--- config.mk ---
export PLATFORM = sky130hd
export DESIGN_NAME = register_file_flat
export DESIGN_NICKNAME = d
export VERILOG_FILES = /design/src/rtl/register_file_if.sv /design/src/rtl/register_file.sv /design/src/flat_wrapper.sv
export SDC_FILE = /design/constraint.sdc
export NUM_CORES = 2
export LEC_CHECK = 0
export ABC_AREA = 1
export BUFFER_PORTS_ARGS = -buffer_cell sky130_fd_sc_hd__buf_2
export CAP_MARGIN = 20
export CORE_MARGIN = 2
export CORE_UTILIZATION = 25
export DETAILED_ROUTE_END_ITERATION = 12
export HOLD_SLACK_MARGIN = 0.15
export PLACE_DENSITY = 0.44
export SLEW_MARGIN = 10
export SYNTH_ARGS = -nofsm -noshare
export SYNTH_HDL_FRONTEND = slang
export SYNTH_SLANG_ARGS = --single-unit
export TNS_END_PERCENT = 10
--- constraint.sdc ---
create_clock -name clk -period 72.2 [get_ports clk]
set_input_delay 21.66 -clock clk [delete_from_list [all_inputs] [get_ports clk]]
set_output_delay 21.66 -clock clk [all_outputs]
set_load 0.02 [all_outputs]
--- src/rtl/register_file_if.sv ---
// Register-file port bundle: one write port driven by write-back and two
// read ports feeding the ALU operand muxes.
interface register_file_if #(
  parameter int DATA_WIDTH = 32,
  parameter int ADDR_WIDTH = 5
);
  // No valid/ready pair: reg_write qualifies write_reg/write_data on the
  // rising clock edge. The read ports are unqualified: read_data follows
  // read_reg combinationally in the same cycle.
  logic                  reg_write;
  logic [ADDR_WIDTH-1:0] write_reg;
  logic [DATA_WIDTH-1:0] write_data;
  logic [ADDR_WIDTH-1:0] read_reg1;
  logic [DATA_WIDTH-1:0] read_data1;
  logic [ADDR_WIDTH-1:0] read_reg2;
  logic [DATA_WIDTH-1:0] read_data2;

  // The datapath side drives indices and write data.
  modport master (
    output reg_write, write_reg, write_data, read_reg1, read_reg2,
    input  read_data1, read_data2
  );

  // The register file itself.
  modport slave (
    input  reg_write, write_reg, write_data, read_reg1, read_reg2,
    output read_data1, read_data2
  );
endinterface

--- src/rtl/register_file.sv ---
// General-purpose CPU register file: NUM_REGS x DATA_WIDTH, two
// combinational read ports, one synchronous write port. Register 0 is
// hardwired to zero. There is no write-to-read bypass: a read of the index
// being written returns the old value until the writing edge.
module register_file #(
  parameter int DATA_WIDTH = 32,
  parameter int ADDR_WIDTH = 5,
  parameter int NUM_REGS   = 2 ** ADDR_WIDTH
) (
  input logic            clk,
  input logic            rst,
  register_file_if.slave bus
);

  logic [DATA_WIDTH-1:0] regs [NUM_REGS];

  // Asynchronous clear of every register; on the clock, write the addressed
  // register unless it is index 0. Reset wins over a coincident write.
  always_ff @(posedge clk or posedge rst) begin
    if (rst) begin
      for (int i = 0; i < NUM_REGS; i++) begin
        regs[i] <= '0;
      end
    end else if (bus.reg_write && (bus.write_reg != '0)) begin
      regs[bus.write_reg] <= bus.write_data;
    end
  end

  // Read port 1: index 0 is forced to zero regardless of storage.
  always_comb begin
    bus.read_data1 = '0;
    if (bus.read_reg1 != '0) begin
      bus.read_data1 = regs[bus.read_reg1];
    end
  end

  // Read port 2: independent of port 1, same zero-register rule.
  always_comb begin
    bus.read_data2 = '0;
    if (bus.read_reg2 != '0) begin
      bus.read_data2 = regs[bus.read_reg2];
    end
  end

endmodule

--- src/flat_wrapper.sv ---
// flat-port wrapper written by rule: the top's interface ports become plain ports
module register_file_flat 
#(
  parameter int DATA_WIDTH = 32,
  parameter int ADDR_WIDTH = 5,
  parameter int NUM_REGS   = 2 ** ADDR_WIDTH
)
  (clk, rst, bus_reg_write, bus_write_reg, bus_write_data, bus_read_reg1, bus_read_reg2, bus_read_data1, bus_read_data2);
  register_file_if #(.DATA_WIDTH(DATA_WIDTH), .ADDR_WIDTH(ADDR_WIDTH)) bus_i ();
  input logic clk;
  input logic rst;
  input wire logic [$bits(bus_i.reg_write)-1:0] bus_reg_write;
  input wire logic [$bits(bus_i.write_reg)-1:0] bus_write_reg;
  input wire logic [$bits(bus_i.write_data)-1:0] bus_write_data;
  input wire logic [$bits(bus_i.read_reg1)-1:0] bus_read_reg1;
  input wire logic [$bits(bus_i.read_reg2)-1:0] bus_read_reg2;
  output wire logic [$bits(bus_i.read_data1)-1:0] bus_read_data1;
  output wire logic [$bits(bus_i.read_data2)-1:0] bus_read_data2;
  assign bus_i.reg_write = bus_reg_write;
  assign bus_i.write_reg = bus_write_reg;
  assign bus_i.write_data = bus_write_data;
  assign bus_i.read_reg1 = bus_read_reg1;
  assign bus_i.read_reg2 = bus_read_reg2;
  assign bus_read_data1 = bus_i.read_data1;
  assign bus_read_data2 = bus_i.read_data2;
  register_file #(.DATA_WIDTH(DATA_WIDTH), .ADDR_WIDTH(ADDR_WIDTH), .NUM_REGS(NUM_REGS)) u_core (.clk(clk), .rst(rst), .bus(bus_i));
endmodule
==> results by stage <==
Timing:
- The final clock skew is 0 ps.
- Setup violations remaining at the end of the flow were counted as 0.
- Across all setup checks in the final design, the least slack found is 24400 ps.
- The final clock period utilization by the worst path is 0.6620.
- Timing would allow up to 0.02092 GHz.
- The minimum clock period is 47800 ps.
- Headroom to the max-slew limit came out at 0.2232.
- The final count of pins violating max slew is 0.
- After routing, the total negative slack on setup checks comes to 0 ps.
- Setup repair after global routing left no endpoint under its margin.
- The total count of hold-check failures in the final report was 0.
- The transition time at the pin with the least slew margin is 1165 ps.

Die:
- The die area is 228700 µm².
- The floorplan has 174 rows.
- The initial utilization of the core area, before any placement, comes to 0.2508.
- The horizontal extent of the die is 478.3 µm.
- For this design the top-level I/O count stands at 114.
- The floorplan step set the die height to 478.3 µm.
- The core region is 224200 µm².

Cells and area:
- The largest registers in the layout are u_core.regs x1024.
- More flip-flops sit in one register than any other, and that register is u_core.regs.
- The final layout contains 7922 nets.
- The combined area of the multi-input logic cells is 27680 µm².
- The number of filler instances in the final layout is 24850.
- The area growth from synthesis to final layout is 11.86%.
- Summing all flip-flop and latch instances after layout gives 25620 µm².
- In the final layout, the share of cells above drive strength 1 is 0.05734.
- The library cell used most frequently in the layout, excluding fill and tap cells, is nand2_1.
- The number of flip-flops under the largest register name is 1024.
- The library cells used most frequently in the layout, excluding fill and tap cells, are nand2_1, nand3_1, o21ai_0.

Setup path:
- The endpoint of the lowest-slack register-to-register path is u_core.regs[177]$_DFFE_PP0P_.
- Counting cells, the worst reg-to-reg path comes to 2.
- The required time at the endpoint of the critical path is 50540 ps.
- The worst register-to-register path begins at u_core.regs[177]$_DFFE_PP0P_.
- The critical path startpoint category is an input port.
- At the worst endpoint, the arrival time is 26140 ps.
- The internal reg-to-reg setup slack is 71410 ps.
- The kind of critical path is in2out.
- Along the worst path, the maximum fanout reaches 109.
- The type of destination of the critical path is a primary output.

GRT:
- Entering global routing, the biggest net connects 174 pins.
- In the global route stage, overall resource usage came out at 0.2115.
- The first global-routing pass estimated 367700 µm of wire.
- The number of antenna violations at the first check in global routing is 10.
- Summed over all layers, the global routing overflow is 0.
- The via count of the first global-routing pass was 53250.

Outcome:
- The flow ran to the end, and the final reports show no timing, DRC or antenna violations.

Yosys:
- Of the total synthesized cell area, the portion taken by XOR and XNOR cells is 0.
- The post-synth design cell area is 56230 µm².
- The simple-gate share of the synthesized area is 0.3771.
- The fraction of the mapped netlist area in adder cells is 0.
- The netlist uses 16 different library cells.
- The complex-gate fraction of the synthesized area came to 0.1109.
- The count of mapped cells out of synthesis is 8292.
- Each instance of the synthesized netlist takes up on average 6.782 µm².
- In this run, synthesis produced a sequential element count of 1024.
- The post-synthesis net count is 8342.
- During synthesis, Yosys emitted a total of 0 warnings.
- By area, the combinational part of the netlist is dominated by simple AND/OR/NAND/NOR gates.
- The mux contribution to synthesized area is 0.
- Of the synthesized area, sequential elements account for 0.4557.

Placement:
- The post-place setup slack is 24440 ps.
- The placer congestion estimate is 0.7743.
- The count of buffers inserted at the top-level ports is 113.
- Detailed placement finished with a half-perimeter wire length of 126100 µm.

Clock network:
- The total CTS buffers is 116.
- The clock passes through at most 3 buffers.
- The number of buffers added to fix hold violations after cts is 0.
- Clock-pin slew was measured on the worst setup and hold paths at 60 ps.
- The clock net in this run drives a total of 1024 sinks.
- Clock latency on the worst-skew pair, taken at its later pin, is 780 ps.
- The post-cts repair resize count is 0.
- The CTS tree is yes.
- The tree is rooted in a clkbuf_16.
- In this run the number of H-tree levels came out at 3.
- The buffers inserted during post-CTS setup optimization is 0.

Power and ir drop:
- The power dissipated by switching net loads is 0.0005609 W.
- The proportion of power drawn by the clock network is 0.363.
- The relative contribution of combinational cells to total power is 0.189.
- The internal portion of the total power is 0.001143 W.
- The switching power share of the total is 0.3291.
- The peak supply drop is 0.00001885 V.
- Power spread over the standard cell area amounts to 27.10 nW/µm².
- The sequential fraction of design power is 0.448.
- The cell leakage power is 29.17 nW.

Drt:
- The violation count after the first detailed-routing iteration is 6190.
- The post-detailed-route count of antenna-violating nets is 0.
- The number of vias in the routed layout is 55840.
- In the final routed layout, each cell accounts on average for 22.60 µm.
- The detailed-routing iteration count for the pre-antenna-repair pass is 6.
- The final wirelength is 247800 µm.
- The routed via count divided by cell count is 5.092.
- In the routed design, unresolved DRC markers number 0.

Flow run:
- Across the run, the number of max-cap violations was 0.

Min path:
- The path with the worst hold slack has its endpoint at u_core.regs[1001]$_DFFE_PP0P_.
- The cell count of the worst hold path is 0.
- In this run the most critical hold path is launched from u_core.regs[1001]$_DFFE_PP0P_.
- The min-delay analysis places its worst path in the category reg2reg.
==> Yosys cell counts <==
| master | n | area share |
|---|---|---|
| buf_2 | 7 | 0.00062 |
| nand2_2 | 4 | 0.00044 |
| nor3b_1 | 1 | 0.00013 |
| dfrtp_1 | 1024 | 0.46 |
| nor4_2 | 2 | 0.00044 |
| clkbuf_1 | 681 | 0.045 |
| nand3_1 | 1372 | 0.12 |
| clkinv_1 | 2 | 0.00013 |
| a21oi_1 | 177 | 0.016 |
| nand2_1 | 3450 | 0.23 |
| nor2_1 | 343 | 0.023 |
| nor3_1 | 9 | 0.00080 |
| o21ai_0 | 1069 | 0.095 |
| inv_2 | 6 | 0.00040 |
| buf_1 | 69 | 0.0046 |
| inv_1 | 76 | 0.0051 |
==> metrics by stage <==
| stage | area, µm² | hold WS [ps] | total power [W] | util | std cells |
|---|---|---|---|---|---|
| global route | 62900 | 412.6 | 0.001805 | 0.2805 | 10960 |
| floorplan | 56230 | 450.8 | 0.0009885 | - | 8292 |
| detailed placement | 58860 | 389.5 | 0.001092 | 0.2625 | 10740 |
| global placement | 58810 | 387.4 | 0.001086 | 0.2623 | 10740 |
| CTS | 62740 | 403.1 | 0.001718 | 0.2798 | 10960 |
| finish | 62900 | 401.1 | 0.001704 | 0.2805 | 10970 |
==> layer usage <==
metal / GRT usage / up-vias / share of wire
met1: 0.2893 / 27190 / 0.44
li1: - / 26110 / -
met2: 0.3482 / 2155 / 0.46
met4: 0.06787 / 0 / 0.033
met5: 0 / - / 0
met3: 0.02237 / 385 / 0.061
==> cells by family after synthesis <==
kind of cell,after synthesis
buffers and inverters,841
AO/OA/AOI/OAI,1246
AND/OR/NAND/NOR,5181
flip-flops,1024
==> layout make-up <==
class,count,share of cell area
inverters,84,0.005928
well taps,2992,0.05952
clock buffers,172,0.05476
flip-flops and latches,1024,0.4074
clock inverters,44,0.007061
multi-input cells,6427,0.4401
repair buffers,219,0.02510
diodes,4,0.0001591
==> worst max-delay path by stage <==
stage | startpoint | endpoint | cells after the start
3_5_place_dp | bus_read_reg2[1] | bus_read_data2[2] | 12
4_1_cts | bus_read_reg2[1] | bus_read_data2[2] | 12
5_1_grt | bus_read_reg2[1] | bus_read_data2[2] | 12
3_3_place_gp | bus_read_reg2[1] | bus_read_data2[2] | 12
2_1_floorplan | rst | u_core.regs[0]$_DFFE_PP0P_ | 1
6_report | bus_read_reg2[1] | bus_read_data2[2] | 12
==> critical path, stage by stage <==
cell and delay, ps:
buf_8 200, inv_8 680, buf_4 630, buf_4 830
buf_4 890, o21ai_0 180, o21ai_0 200, nor2_1 60
nor2_1 200, nor2_1 60, nor2_1 160, buf_2 230
==> power groups by stage <==
| stage | registers, W | clock network [W] | logic (W) |
|---|---|---|---|
| 3_5_place_dp | 0.000769 | 0 | 0.000323 |
| 5_1_grt | 0.000777 | 0.000655 | 0.000373 |
| 3_3_place_gp | 0.000767 | 0 | 0.000319 |
| 6_report | 0.000763 | 0.000619 | 0.000323 |
| 4_1_cts | 0.000760 | 0.000634 | 0.000324 |
| 2_1_floorplan | 0.000751 | 0 | 0.000238 |
Power figures use the tool's default switching activity.
